<file path="src/rtl/mux5_arb_pkg.sv">
// Shared constants, state encoding and pointer-wrap helper for the
// five-way round-robin mux arbiter.
package mux5_arb_pkg;

  localparam int N_REQ = 5;
  localparam logic [2:0] SEL_IDLE = 3'd5;

  typedef enum logic {ARB_IDLE, ARB_GRANT} arb_state_t;

  function automatic logic [2:0] inc_mod5(input logic [2:0] x);
    return (x >= 3'd4) ? 3'd0 : x + 3'd1;
  endfunction

endpackage

</file>
<file path="src/rtl/rr_pick5.sv">
// Combinational first-set search over five requests, starting at `start`
// and wrapping 4 -> 0.
module rr_pick5
  import mux5_arb_pkg::*;
(
  input  logic [4:0] req,
  input  logic [2:0] start,
  output logic [2:0] idx,
  output logic       found
);

  int pos;

  // Walk from farthest to nearest so the position closest to `start` wins.
  always_comb begin
    idx   = 3'd0;
    found = 1'b0;
    pos   = 0;
    for (int k = N_REQ - 1; k >= 0; k--) begin
      pos = (int'(start) + k) % N_REQ;
      if (req[pos]) begin
        idx   = 3'(pos);
        found = 1'b1;
      end
    end
  end

endmodule

</file>
<file path="src/rtl/mux5_rr_arbiter.sv">
// Round-robin arbiter sharing a 5:1 mux: one owner at a time, tenure bounded
// by MAX_HOLD cycles, winner's data bit routed combinationally to dout.
module mux5_rr_arbiter
  import mux5_arb_pkg::*;
#(
  parameter int MAX_HOLD = 4  // legal range 1..15
) (
  input  logic       clk,
  input  logic       rst,
  input  logic [4:0] req,
  input  logic [4:0] din,
  output logic [4:0] gnt,
  output logic [2:0] sel,
  output logic       dout,
  output logic       busy,
  output arb_state_t dbg_state,
  output logic [2:0] dbg_ptr,
  output logic [3:0] dbg_hold_cnt
);

  // Handshake: req[i] is a level request sampled every rising edge; gnt[i]
  // is the registered answer one cycle later and stays high only while the
  // tenure continues. There is no ready side; dropping req releases the mux.

  localparam logic [3:0] HOLD_LAST = 4'(MAX_HOLD - 1);

  arb_state_t state;
  logic [2:0] ptr;
  logic [3:0] hold_cnt;

  logic       owner_req;
  logic       tenure_end;
  logic [2:0] search_start;
  logic [2:0] win_idx;
  logic       win_found;

  always_comb begin
    owner_req = 1'b0;
    case (sel)
      3'd0:    owner_req = req[0];
      3'd1:    owner_req = req[1];
      3'd2:    owner_req = req[2];
      3'd3:    owner_req = req[3];
      3'd4:    owner_req = req[4];
      default: owner_req = 1'b0;
    endcase
  end

  assign tenure_end = (state == ARB_GRANT) && (!owner_req || hold_cnt == HOLD_LAST);

  // Searching from owner+1 over the full request vector makes the old owner
  // the last candidate, so it is re-granted only when nobody else asks.
  assign search_start = (state == ARB_GRANT) ? inc_mod5(sel) : ptr;

  rr_pick5 u_pick (
    .req   (req),
    .start (search_start),
    .idx   (win_idx),
    .found (win_found)
  );

  always_ff @(posedge clk) begin
    if (rst) begin
      state    <= ARB_IDLE;
      gnt      <= 5'd0;
      sel      <= SEL_IDLE;
      busy     <= 1'b0;
      ptr      <= 3'd0;
      hold_cnt <= 4'd0;
    end else begin
      case (state)
        ARB_IDLE: begin
          if (win_found) begin
            state    <= ARB_GRANT;
            gnt      <= 5'd1 << win_idx;
            sel      <= win_idx;
            busy     <= 1'b1;
            ptr      <= inc_mod5(win_idx);
            hold_cnt <= 4'd0;
          end
        end
        ARB_GRANT: begin
          if (!tenure_end) begin
            hold_cnt <= hold_cnt + 4'd1;
          end else if (win_found) begin
            gnt      <= 5'd1 << win_idx;
            sel      <= win_idx;
            ptr      <= inc_mod5(win_idx);
            hold_cnt <= 4'd0;
          end else begin
            state    <= ARB_IDLE;
            gnt      <= 5'd0;
            sel      <= SEL_IDLE;
            busy     <= 1'b0;
            hold_cnt <= 4'd0;
          end
        end
        default: begin
          state    <= ARB_IDLE;
          gnt      <= 5'd0;
          sel      <= SEL_IDLE;
          busy     <= 1'b0;
          hold_cnt <= 4'd0;
        end
      endcase
    end
  end

  always_comb begin
    dout = 1'b0;
    case (sel)
      3'd0:    dout = din[0];
      3'd1:    dout = din[1];
      3'd2:    dout = din[2];
      3'd3:    dout = din[3];
      3'd4:    dout = din[4];
      default: dout = 1'b0;
    endcase
  end

  assign dbg_state    = state;
  assign dbg_ptr      = ptr;
  assign dbg_hold_cnt = hold_cnt;

endmodule
</file>
<file path="config.mk">
export PLATFORM = sky130hd
export DESIGN_NAME = mux5_rr_arbiter
export DESIGN_NICKNAME = d
export VERILOG_FILES = /design/src/rtl/mux5_arb_pkg.sv /design/src/rtl/rr_pick5.sv /design/src/rtl/mux5_rr_arbiter.sv
export SDC_FILE = /design/constraint.sdc
export NUM_CORES = 1
export LEC_CHECK = 0
export ABC_AREA = 1
export BUFFER_PORTS_ARGS = -buffer_cell sky130_fd_sc_hd__buf_2
export CORE_ASPECT_RATIO = 1.2
export CORE_UTILIZATION = 40
export DETAILED_ROUTE_END_ITERATION = 12
export PLACE_DENSITY = 0.55
export SYNTH_ARGS = -nofsm -noshare
export SYNTH_HDL_FRONTEND = slang
export SYNTH_HIERARCHICAL = 1
export SYNTH_SLANG_ARGS = --single-unit
</file>
<file path="constraint.sdc">
create_clock -name clk -period 5.9 [get_ports clk]
set_input_delay 0.295 -clock clk [delete_from_list [all_inputs] [get_ports clk]]
set_output_delay 0.295 -clock clk [all_outputs]
set_load 0.03 [all_outputs]
</file>
==> impl_results.md, run 1 <==
* Status: finished clean
* Worst stage delay on the critical path at 420 ps
* Global routing usage on met1 at between 20% and 30%
* First-pass GRT wire length at between 10000 and 15000 µm
* Top cell type's share of synthesized area at 18.4%
* Die ar. at between 0.006 and 0.007 mm²
* Top post-synthesis cells by count: nand2_1 (117), nand3_1 (57), inv_1 (48), ha_1 (32), nor2_1 (22)
* Avg Vias per Cell at roughly 5
* Number of synthesis warnings at 6
* Synthesized area at roughly 0.0024 mm²
* Count leader, synth: nand2_1
* GR Util All Layers at around a fifth
* Number of setup buffers added after CTS at 0
* Syn Inst Count at between 300 and 400
* Crit path kind: reg2reg
* GRT busiest layer: met2
* Sequential-to-total area share from yosys stat at between 10 and 15%
* CTS tree: built
* #FFs+latches synth at 17
* Site row count at 30
* ANT nets after route at 0
* Tightest hold margin at between 300 and 400 ps
* Routed via count at 2470
* CP required at around 6000 ps
* Avg Cell Area, Syn at 6.13 µm²
* Largest cells by area after synthesis: nand2_1 (18%), ha_1 (17%), dfxtp_1 (14%)
* TritonCTS Sinks at 17
* Met2 Resource Use GR at 39.1%
* Dpl hpwl at a little over 5000 µm
* Cell taking the most area after synthesis: nand2_1
* RSZ-0062 raised after global routing: no
* Maxcap violations at 0
* Total wire length at between 6000 and 7000 µm
* Antenna cells at 0
* Crit start category: flop
* Slew of the pin with the lowest slew margin at between 500 and 600 ps
* Resized cells post-CTS at 0
* Final hold vios at 0
* Total CTS buffers at 3
* CP arrival at ~5300 ps
* Initial Util at between 40% and 50%
* Ys async rst share at 0%
* Clock Path Buffers at 2
* PortBufs at 29
* DRC at 0
* Slew margin rel. at slightly above 60%
* DRT iter0 DRCs at about 110
* Initial antenna violation count at 0
* Hold_buf cts at 0
* WL/cell at around 12 µm
* Synthesis-to-layout area growth at 11.3%
* Largest net degree at the start of global routing at 18
* GP Congestion at between 0.8 and 0.9
* CP max stage cell: dfxtp_1
* Fin Setup TNS at 0 ps
* Tcrit/Tclk final at around 87%
* Number of global-route vias before repair at 2267
* Primary FF master, synth: dfxtp_1
* H-tree depth at 1
* Synth cell types at 35
* Crit end category: flop
* Core area at around 0.0057 mm²
* Clk_lat worst skew at 240 ps
* Fill count at between 600 and 700
* Met3 usage at 1.63%
* Width of the die at 72.6 µm
* Crit Path Max Fanout at 10
* Fin Clk Skew at 1.30 ps
* Die Span Y at 86.7 µm
* Tmin final at slightly above 5000 ps
* Number of iterations in the first detailed-routing pass at 4
* Max Fclk at around 200 MHz
* Worst min path class: in2reg
* Layout cells sized above 1 at about 18%
* I/O pin cnt at 30
* Root buf cell: clkbuf_8
* Final Max Slew Viols at 0
* Syn nets at 434
* Grt total ovfl at 0
* Endpoints failing setup at 0
* Post-synth EDFFs at 0
* CTS clk-pin slew, worst paths at ~60 ps
* Final #Nets at about 470
-- logic make-up (layout without fill, tap and decap cells) --
group | Yosys count | count (layout) | share of synthesized area, %
flops | 17 | 17 | 14.2
buf+inv | 60 | 91 | 10.4
fa+ha+maj | 32 | 32 | 16.7
simple gates | 239 | 239 | 47.0
mux | 1 | 1 | 0.418
xor+xnor | 5 | 5 | 2.62
compound gates | 36 | 36 | 8.68
-- cells in the final DEF (no fill, tap or decap), types with 2 or more instances in the layout --
| master | netlist | final |
|---|---|---|
| a21oi_1 | 15 | 15 |
| a21oi_2 | 3 | 3 |
| buf_2 | 0 | 29 |
| buf_4 | 1 | 3 |
| clkbuf_8 | 0 | 3 |
| clkinv_1 | 2 | 2 |
| dfxtp_1 | 17 | 17 |
| ha_1 | 32 | 32 |
| inv_1 | 48 | 48 |
| inv_2 | 5 | 5 |
| nand2_1 | 117 | 117 |
| nand2_2 | 15 | 15 |
| nand2_4 | 4 | 4 |
| nand3_1 | 57 | 57 |
| nand3_2 | 5 | 5 |
| nand3b_1 | 4 | 4 |
| nand4_1 | 6 | 6 |
| nor2_1 | 22 | 22 |
| nor3_1 | 2 | 2 |
| o21ai_0 | 12 | 10 |
| o21ai_1 | 1 | 3 |
| or2_2 | 3 | 3 |
| xor2_1 | 4 | 4 |
-- sequential cells by signal (all words and copies together) (netlist names) --
name,flops
dbg_state,1
gnt,5
dbg_ptr,3
dbg_hold_cnt,4
busy,1
sel,3
-- area by class of cell --
cell class              instances  area (µm²)  area share (%)
multi-input cells             313        1800            67.7
clock buffers                   4        45.0            1.69
repair buffers                 32         168            6.29
well taps                      80         100            3.76
flip-flops and latches         17         340            12.8
inverters                      55         206            7.75
-- per-layer routing --
layer  part of all wire, %  up-vias
met3                   2.3        9
met1                    45     1105
li1                      -     1321
met5                     0        -
met2                    51       35
met4                   1.5        0
-- critical path: cells and delay by family, from the launching register on --
kind / cells / cell delay (ps)
xor+xnor: 2 / 470
fa+ha+maj: 5 / 1280
buf+inv: 7 / 960
flops: 1 / 420
simple gates: 18 / 1870
-- metrics by stage --
step | worst slack [ps] | instance area, µm² | cells | util, %
2_1_floorplan | 1020 | 2390 | 390 | -
3_3_place_gp | 1010 | 2620 | 497 | 45.9
3_5_place_dp | 833 | 2620 | 497 | 45.9
4_1_cts | 809 | 2660 | 501 | 46.7
5_1_grt | 119 | 2660 | 501 | 46.7
6_report | 795 | 2660 | 501 | 46.7
-- final timing paths --
| path | start | to | slack [ps] | cells past startpoint |
|---|---|---|---|---|
| worst max-delay path | sel[0] | dbg_hold_cnt[3] | 800 | 32 |
| worst min-delay path | rst | dbg_ptr[1] | 380 | 2 |
| worst max register to register | sel[0] | dbg_hold_cnt[3] | 800 | 32 |
| worst min register to register | gnt[3] | gnt[3] | 460 | 2 |
Power of run 1 is left out: the tool's default activity adds up to more than one toggle a clock period on the data nets, which glitch-free logic cannot reach.
==> run 2, diff against run 1 <==
--- a/config.mk
+++ b/config.mk
@@ -8,9 +8,9 @@
 export ABC_AREA = 1
 export BUFFER_PORTS_ARGS = -buffer_cell sky130_fd_sc_hd__buf_2
 export CORE_ASPECT_RATIO = 1.2
-export CORE_UTILIZATION = 40
+export CORE_UTILIZATION = 35
 export DETAILED_ROUTE_END_ITERATION = 12
-export PLACE_DENSITY = 0.55
+export PLACE_DENSITY = 0.49
 export SYNTH_ARGS = -nofsm -noshare
 export SYNTH_HDL_FRONTEND = slang
 export SYNTH_HIERARCHICAL = 1
==> run 2 against run 1 <==
Net effect:
- setup slack improved by 22 ps
- hold slack worse by 24 ps
- count of clock-buffer cells in the layout shrank 1
- sequential cell count unchanged
- die area grew 14%
- final area is 0.28% higher
- first-iteration DRC count shrank 15%
- global-route usage is 2.2 points lower
- clock skew grew 2.7 ps
- critical path depth unchanged
==> impl_results.md, run 2 (synthesis results as in run 1) <==
* Fill count at 726 (was 630)
* Width of the die at 77.5 µm (was 72.6 µm)
* Site row count at 32 (was 30)
* Commonest non-fill, non-tap cell in the layout: nand2_1 (unchanged)
* Avg Vias per Cell at 4.92 (was 4.93)
* Worst stage delay on the critical path at 420 ps (about the same)
* Core area at 0.00653 mm² (was 0.00571 mm²)
* Crit start category: flop (unchanged)
* PortBufs at 29 (unchanged)
* Antenna cells at 0 (unchanged)
* Routed via count at 2488 (was 2470)
* Number of global-route vias before repair at 2317 (was 2267)
* Grt total ovfl at 0 (unchanged)
* Hold_sp: rst (unchanged)
* Number of setup buffers added after CTS at 0 (unchanged)
* Dpl hpwl at 5150 µm (was 5060 µm)
* Crit path kind: reg2reg (unchanged)
* Layout cells sized above 1 at 17.8% (was 17.6%)
* First-pass GRT wire length at 10300 µm (was 10100 µm)
* Largest net degree at the start of global routing at 18 (unchanged)
* Synthesis-to-layout area growth at 11.7% (was 11.3%)
* CTS tree: built (unchanged)
* DRT iter0 DRCs at 92 (was 108)
* TritonCTS Sinks at 17 (unchanged)
* Number of iterations in the first detailed-routing pass at 4 (unchanged)
* RSZ-0062 raised after global routing: no (unchanged)
* CP arrival at 5240 ps (was 5250 ps)
* Status: finished clean (unchanged)
* I/O pin cnt at 30 (unchanged)
* Root buf cell: clkbuf_8 (unchanged)
* Initial antenna violation count at 0 (unchanged)
* Worst min path class: in2reg (unchanged)
* CP required at 6050 ps (was 6040 ps)
* Die Span Y at 92.6 µm (was 86.7 µm)
* Endpoints failing setup at 0 (unchanged)
* Initial Util at 36.7% (was 41.9%)
* Fin Setup TNS at 0 ps (unchanged)
* Clk_lat worst skew at 260 ps (was 240 ps)
* R2R Path Start: sel[0] (unchanged)
* Final #Nets at 466 (unchanged)
* Max Fclk at 197 MHz (was 196 MHz)
* GR Util All Layers at 17.9% (was 20.1%)
* Crit Path Max Fanout at 10 (unchanged)
* Largest Register: gnt (unchanged)
* Resized cells post-CTS at 0 (unchanged)
* Clock Path Buffers at 2 (unchanged)
* Total CTS buffers at 3 (unchanged)
* CP max stage cell: dfxtp_1 (unchanged)
* Tcrit/Tclk final at 86.1% (was 86.5%)
* Die ar. at 0.00717 mm² (was 0.00630 mm²)
* Slew margin rel. at 60.5% (was 61.5%)
* Maxcap violations at 0 (unchanged)
* H-tree depth at 1 (unchanged)
* GP Congestion at 0.877 (was 0.837)
* Fin Clk Skew at 4.02 ps (was 1.30 ps)
* Most frequent cells in the layout: nand2_1 (117), nand3_1 (57), inv_1 (48) (unchanged)
* Slew of the pin with the lowest slew margin at 586 ps (was 571 ps)
* DRC at 0 (unchanged)
* Largest register FFs at 5 (unchanged)
* Final Max Slew Viols at 0 (unchanged)
* Setup crit start: sel[0] (unchanged)
* Final hold vios at 0 (unchanged)
* Hold_buf cts at 0 (unchanged)
* Tmin final at 5080 ps (was 5100 ps)
* ANT nets after route at 0 (unchanged)
* CTS clk-pin slew, worst paths at 70 ps (was 60 ps)
* Total wire length at 6270 µm (was 6170 µm)
* WL/cell at 12.4 µm (was 12.3 µm)
* Crit end category: flop (unchanged)
-- run 2: cell count changes in the layout (fill, tap and decap cells not counted), sizes merged --
cell    before  now
clkinv       2    3
clkbuf       4    3
-- run 2: critical path: cells and delay by family, from the launching register on --
kind          cells  cell delay [ps]
simple gates     18             1820
fa+ha+maj         5             1310
buf+inv           7              950
xor+xnor          2              470
flops             1              420
-- run 2: path summary, 6_finish.rpt --
check | end | slack [ps] | cells after the start
hold / removal | gnt[0] | 350 | 2
setup / recovery | dbg_hold_cnt[3] | 820 | 32
hold reg to reg | gnt[0] | 460 | 2
setup reg to reg | dbg_hold_cnt[3] | 820 | 32
-- run 2: stage by stage --
| step | util [%] | setup slack, ps | hold WS, ps | instance area, µm² | cells |
|---|---|---|---|---|---|
| finish | 40.9 | 817 | 353 | 2670 | 506 |
| detailed placement | 40.2 | 864 | 454 | 2630 | 502 |
| floorplan | - | 1020 | 438 | 2390 | 390 |
| global route | 40.9 | 164 | 372 | 2670 | 506 |
| CTS | 40.9 | 839 | 348 | 2670 | 506 |
| global placement | 40.2 | 1010 | 449 | 2630 | 502 |
-- run 2: routing by layer --
metal | GRT usage (%) | vias to the layer above | share of wire [%]
li1 | - | 1323 | -
met1 | 20.4 | 1110 | 45
met2 | 34.5 | 48 | 51
met3 | 0.985 | 7 | 2.4
met4 | 6.29 | 0 | 1.4
met5 | 0 | - | 0
-- run 2: final cells by class --
class / count / area, µm² / share of cell area [%]
clock buffer: 3 / 41.3 / 1.55
sequential: 17 / 340 / 12.7
timing repair buffer: 32 / 168 / 6.28
clock inverter: 1 / 5.00 / 0.187
inverter: 55 / 206 / 7.73
multi-input combinational: 313 / 1800 / 67.5
tap: 85 / 106 / 3.98
Power of run 2 is left out for the same reason.
